[src/rtl/serial_packet_demux.sv]
// Framed serial packet demultiplexer: start bit, port address, payload length, payload.
// Routes payload bits to one of PORTS outputs and shows remaining payload count on two 7-seg digits.
module serial_packet_demux #(
    parameter int PORTS    = 4,
    parameter int LEN_BITS = 5
) (
    input  logic             clk,
    input  logic             reset,
    input  logic             clkEN,
    input  logic             SerIn,
    output logic [PORTS-1:0] P,
    output logic             busy,
    output logic             done,
    output logic             err,
    output logic [6:0]       SSD_OUT_LOW,
    output logic [6:0]       SSD_OUT_HIGH
);
    localparam int PW = $clog2(PORTS);

    localparam logic [2:0] S_IDLE = 3'd0;
    localparam logic [2:0] S_PORT = 3'd1;
    localparam logic [2:0] S_LEN  = 3'd2;
    localparam logic [2:0] S_DATA = 3'd3;
    localparam logic [2:0] S_DONE = 3'd4;

    logic [2:0]          state_reg, state_next;
    logic [PW-1:0]       addr_reg, addr_next;
    logic [LEN_BITS-1:0] len_reg, len_next;
    logic [LEN_BITS-1:0] rem_reg, rem_next;
    logic [2:0]          cnt_reg, cnt_next;
    logic                busy_reg, busy_next;
    logic                err_reg, err_next;

    logic [PW-1:0]       addr_shift;
    logic [LEN_BITS-1:0] len_shift;
    logic                addr_ok;
    logic                data_active;

    assign addr_shift  = PW'({addr_reg, SerIn});
    assign len_shift   = LEN_BITS'({len_reg, SerIn});
    assign addr_ok     = {{(32-PW){1'b0}}, addr_reg} < 32'(PORTS);
    assign data_active = (state_reg == S_DATA) && addr_ok;

    always_comb begin
        state_next = state_reg;
        addr_next  = addr_reg;
        len_next   = len_reg;
        rem_next   = rem_reg;
        cnt_next   = cnt_reg;
        err_next   = err_reg;
        case (state_reg)
            S_IDLE: begin
                if (clkEN && !SerIn) begin
                    err_next   = 1'b0;
                    cnt_next   = 3'd0;
                    state_next = S_PORT;
                end
            end
            S_PORT: begin
                if (clkEN) begin
                    addr_next = addr_shift;
                    if (cnt_reg == 3'(PW - 1)) begin
                        cnt_next   = 3'd0;
                        state_next = S_LEN;
                    end else begin
                        cnt_next = cnt_reg + 3'd1;
                    end
                end
            end
            S_LEN: begin
                if (clkEN) begin
                    len_next = len_shift;
                    if (cnt_reg == 3'(LEN_BITS - 1)) begin
                        cnt_next = 3'd0;
                        rem_next = len_shift;
                        // A zero-length packet still closes with a DONE cycle so err/done behave uniformly.
                        if (len_shift == '0) begin
                            state_next = S_DONE;
                            err_next   = !addr_ok;
                        end else begin
                            state_next = S_DATA;
                        end
                    end else begin
                        cnt_next = cnt_reg + 3'd1;
                    end
                end
            end
            S_DATA: begin
                if (clkEN) begin
                    rem_next = rem_reg - LEN_BITS'(1);
                    if (rem_reg == LEN_BITS'(1)) begin
                        state_next = S_DONE;
                        err_next   = !addr_ok;
                    end
                end
            end
            S_DONE: state_next = S_IDLE;
            default: state_next = S_IDLE;
        endcase
        busy_next = (state_next == S_PORT) || (state_next == S_LEN) || (state_next == S_DATA);
    end

    always_ff @(posedge clk) begin
        if (reset) begin
            state_reg <= S_IDLE;
            addr_reg  <= '0;
            len_reg   <= '0;
            rem_reg   <= '0;
            cnt_reg   <= '0;
            busy_reg  <= 1'b0;
            err_reg   <= 1'b0;
        end else begin
            state_reg <= state_next;
            addr_reg  <= addr_next;
            len_reg   <= len_next;
            rem_reg   <= rem_next;
            cnt_reg   <= cnt_next;
            busy_reg  <= busy_next;
            err_reg   <= err_next;
        end
    end

    // Out-of-range addresses select no output bit, so their payload is dropped.
    for (genvar gi = 0; gi < PORTS; gi++) begin : g_port
        assign P[gi] = data_active && (addr_reg == PW'(gi)) && SerIn;
    end

    assign busy = busy_reg;
    assign done = (state_reg == S_DONE);
    assign err  = err_reg;

    function automatic logic [6:0] seg7(input logic [6:0] d);
        case (d)
            7'd0:    seg7 = 7'b1000000;
            7'd1:    seg7 = 7'b1111001;
            7'd2:    seg7 = 7'b0100100;
            7'd3:    seg7 = 7'b0110000;
            7'd4:    seg7 = 7'b0011001;
            7'd5:    seg7 = 7'b0010010;
            7'd6:    seg7 = 7'b0000010;
            7'd7:    seg7 = 7'b1111000;
            7'd8:    seg7 = 7'b0000000;
            7'd9:    seg7 = 7'b0010000;
            default: seg7 = 7'b1000000;
        endcase
    endfunction

    logic [6:0] rem_wide;
    assign rem_wide     = 7'(rem_reg);
    assign SSD_OUT_HIGH = seg7(rem_wide / 7'd10);
    assign SSD_OUT_LOW  = seg7(rem_wide % 7'd10);
endmodule

[config.mk]
export PLATFORM = sky130hd
export DESIGN_NAME = serial_packet_demux
export DESIGN_NICKNAME = d
export VERILOG_FILES = /design/src/rtl/serial_packet_demux.sv
export SDC_FILE = /design/constraint.sdc
export NUM_CORES = 1
export LEC_CHECK = 0
export BUFFER_PORTS_ARGS = -buffer_cell sky130_fd_sc_hd__buf_2
export CELL_PAD_IN_SITES_DETAIL_PLACEMENT = 2
export CELL_PAD_IN_SITES_GLOBAL_PLACEMENT = 2
export CORE_MARGIN = 3
export CORE_UTILIZATION = 35
export DETAILED_ROUTE_END_ITERATION = 10
export GPL_TIMING_DRIVEN = 0
export PLACE_DENSITY_LB_ADDON = 0.2
export SYNTH_ARGS = -nofsm -noshare
export SYNTH_HDL_FRONTEND = slang
export SYNTH_SLANG_ARGS = --single-unit
[constraint.sdc]
create_clock -name clk -period 8.9 [get_ports clk]
set_input_delay 1.335 -clock clk [delete_from_list [all_inputs] [get_ports clk]]
set_output_delay 1.335 -clock clk [all_outputs]
set_load 0.02 [all_outputs]
==> results.cfg <==
[pwr]
vdd_drop_max_uv = 103.7
clkPwrFrac_pct = 41.5
powerDensity_nw_per_um2 = 86.29
seqPwrFrac_pct = 50.4
swShare_pct = 23.46
leakagePower_nw = 0.7949
comb_power_share_pct = 8.1
p_int_mw = 0.1251
switching_power_mw = 0.03835

[synthesis]
synthCells = 220
yosysWarnings = 0
yosysUniqueCellTypes = 51
synth_seq_cells = 18
synth_top_area_share_pct = 21.57
synthArstFlopShare_pct = 0
synthTopCellsByCount = 32 x nor2_1, 19 x nand2_1, 18 x dfxtp_1
synth.avg_cell_area_um2 = 7.593
synthTopCellsByArea = dfxtp_1 22%, ha_1 9.7%, nor2_1 7.2%
yosysSeqAreaShare_pct = 21.57
synth-edff-count = 0
synth_top_area_cell = dfxtp_1
synth_area_um2 = 1670
ys.flop_type = dfxtp_1
yosysMostFrequentCell = nor2_1

[floorplan]
die_y_um = 75.08
rows = 24
die_x_um = 75.08
dieArea_um2 = 5637
core_area_um2 = 4474
start_util_pct = 37.33
num_io_pins = 25

[sta]
rsz0062_at_grt = false
timing.final.crit_period_ps = 5291
tns_ps = 0
worst_slew_pin_slew_ps = 517.8
fin_ws_ps = 3609
finalMaxSlewViolations = 0
max_freq_mhz = 189.0
setup_violations = 0
hold_viol = 0
fin_crit_sh_pct = 59.45
finClkSkew_ps = 0.5745
slew_headroom_pct = 65.35

[detailed_routing]
postRouteAntennaNets = 0
top_layer_used = met4
met2_length_um = 2412
firstDrtPassIters = 4
num_vias = 1618
dr.first_iter.drc_count = 41
drt_wl_total_um = 4820
route.detailed.drc = 0
wl_met3_um = 101
avgViaCountPerCell = 5.448
m1WireLength_um = 2274
wire_per_inst_um = 16.23

[setup_path]
cp-end-kind = output pin
arrival_ps = 3960
path_class = reg2out
worstSetupStartpointType = flip-flop
max_stage_delay_ps = 370
path_cells = clkbuf_1, inv_1, ha_1, nor2b_2, nand2_1, a21oi_1, ha_1, clkbuf_1, o21ai_0, o2bb2ai_4, xnor2_1, ha_1, nor2_1, a211oi_2, buf_2
crit_family = buffers and inverters
cpMostUsedCell = ha_1
worst_ep_required_time_ps = 7570
cpMaxStageDelayCell = xnor2_1
path_max_fanout = 10
path_buf_inv = 4

[place]
hpwl_um = 3757
routabilityCongestion = 0.7679
post-place-ws_ps = 3818
port_buffers = 20

[clock_network]
postCtsResizedCells = 0
ctsHtreeMaxLevel = 1
cts_sinks = 18
cts-root-buf = clkbuf_8
numCtsBuffers = 3
cts_tree = done
clkTransAtPathRegs_ps = 70
cts_setup_buffers = 0
cts_buffer_depth = 2
insertion_delay_ps = 250
hold_buffers = 0

[grt]
grt_first_pass_wirelength_um = 8100
grt_max_degree = 11
track_usage_pct = 18.38
antenna_found_initial = 0
grt_pass1_vias = 1654
gr-total-overflow = 0

[layout]
fin_nets = 263
diodes = 0
syn_to_final_growth_pct = 13.41
drive_gt1_share_pct = 16.33
largest_reg_flops = 5

[outcome]
status = finished, final reports clean

[job]
maxCapViolCount = 0

[hold_path]
hold_path_class = reg2reg
[worst register-to-register path, cell delays in order (launching register included)]
cell and delay [ps]:
dfxtp_1 360, clkbuf_1 410, inv_1 250, ha_1 250, nand3_1 90, nor2_1 60
a21oi_1 220, a22oi_1 140, a211oi_1 220
[kinds of logic after synthesis]
family,synth area share [%]
other,0.2245
AO/OA/AOI/OAI,25.92
buffers and inverters,7.865
multiplexers,4.195
adder cells (fa/ha/maj),9.738
flip-flops,21.57
XOR/XNOR,3.071
AND/OR/NAND/NOR,27.42
[per-layer routing]
metal,GRT usage (%),vias to the layer above
met4,2.372,0
met3,2.403,4
li1,-,820
met2,33.56,18
met5,0,-
met1,23.49,776
[metrics by stage]
| step | power, mW | hold slack [ps] | instances | utilization [%] | area [um^2] |
|---|---|---|---|---|---|
| global route | 0.1702 | 561.0 | 297 | 42.34 | 1894 |
| floorplan | 0.09371 | 466.1 | 221 | - | 1674 |
| global placement | 0.09711 | 485.7 | 293 | 41.11 | 1839 |
| finish | 0.1635 | 504.7 | 297 | 42.34 | 1894 |
| detailed placement | 0.09759 | 501.5 | 293 | 41.11 | 1839 |
| CTS | 0.1652 | 513.5 | 297 | 42.34 | 1894 |
[cells in the final DEF (no fill, tap or decap), types with 3 or more instances in the layout]
| cell type | synthesis | final |
|---|---|---|
| dfxtp_1 | 18 | 18 |
| o211a_1 | 3 | 3 |
| nand3_1 | 4 | 4 |
| nand3b_1 | 4 | 4 |
| ha_1 | 13 | 13 |
| xnor2_1 | 4 | 4 |
| mux2i_1 | 7 | 7 |
| inv_1 | 13 | 13 |
| and2_1 | 3 | 3 |
| a22oi_1 | 3 | 3 |
| nand2_1 | 19 | 19 |
| clkbuf_1 | 6 | 6 |
| buf_2 | 3 | 23 |
| o21ai_0 | 6 | 6 |
| nand2b_1 | 8 | 8 |
| a21oi_1 | 13 | 13 |
| buf_4 | 4 | 4 |
| clkbuf_8 | 0 | 4 |
| nor3_1 | 9 | 9 |
| nor2_1 | 32 | 32 |
| nor2b_1 | 5 | 5 |
| o211ai_1 | 3 | 3 |
[path summary, 6_finish.rpt]
path / from / end / slack [ps] / cells past startpoint
worst min register to register: cnt_reg[2] / cnt_reg[2] / 500 / 2
worst max-delay path: rem_reg[1] / SSD_OUT_LOW[5] / 3610 / 15
worst min-delay path: cnt_reg[2] / cnt_reg[2] / 500 / 2
worst max register to register: rem_reg[1] / busy / 6820 / 8
[layout make-up]
class / count / area (um^2)
Buffer: 15 / 82.58
Fill cell: 531 / 2580
Sequential cell: 18 / 360.3
Inverter: 13 / 48.80
Timing Repair Buffer: 20 / 100.1
Multi-Input combinational cell: 175 / 1182
Clock buffer: 4 / 55.05
Tap cell: 52 / 65.06
[power by group through the flow]
stage | logic (mW) | clock network [mW] | registers [mW]
after floorplan | 0.00918 | 0 | 0.0845
after global placement | 0.0129 | 0 | 0.0843
after detailed placement | 0.0133 | 0 | 0.0843
after CTS | 0.0134 | 0.0694 | 0.0824
after global routing | 0.0154 | 0.0723 | 0.0825
final | 0.0132 | 0.0679 | 0.0824
Note: power is estimated with default switching activity, not from simulation.
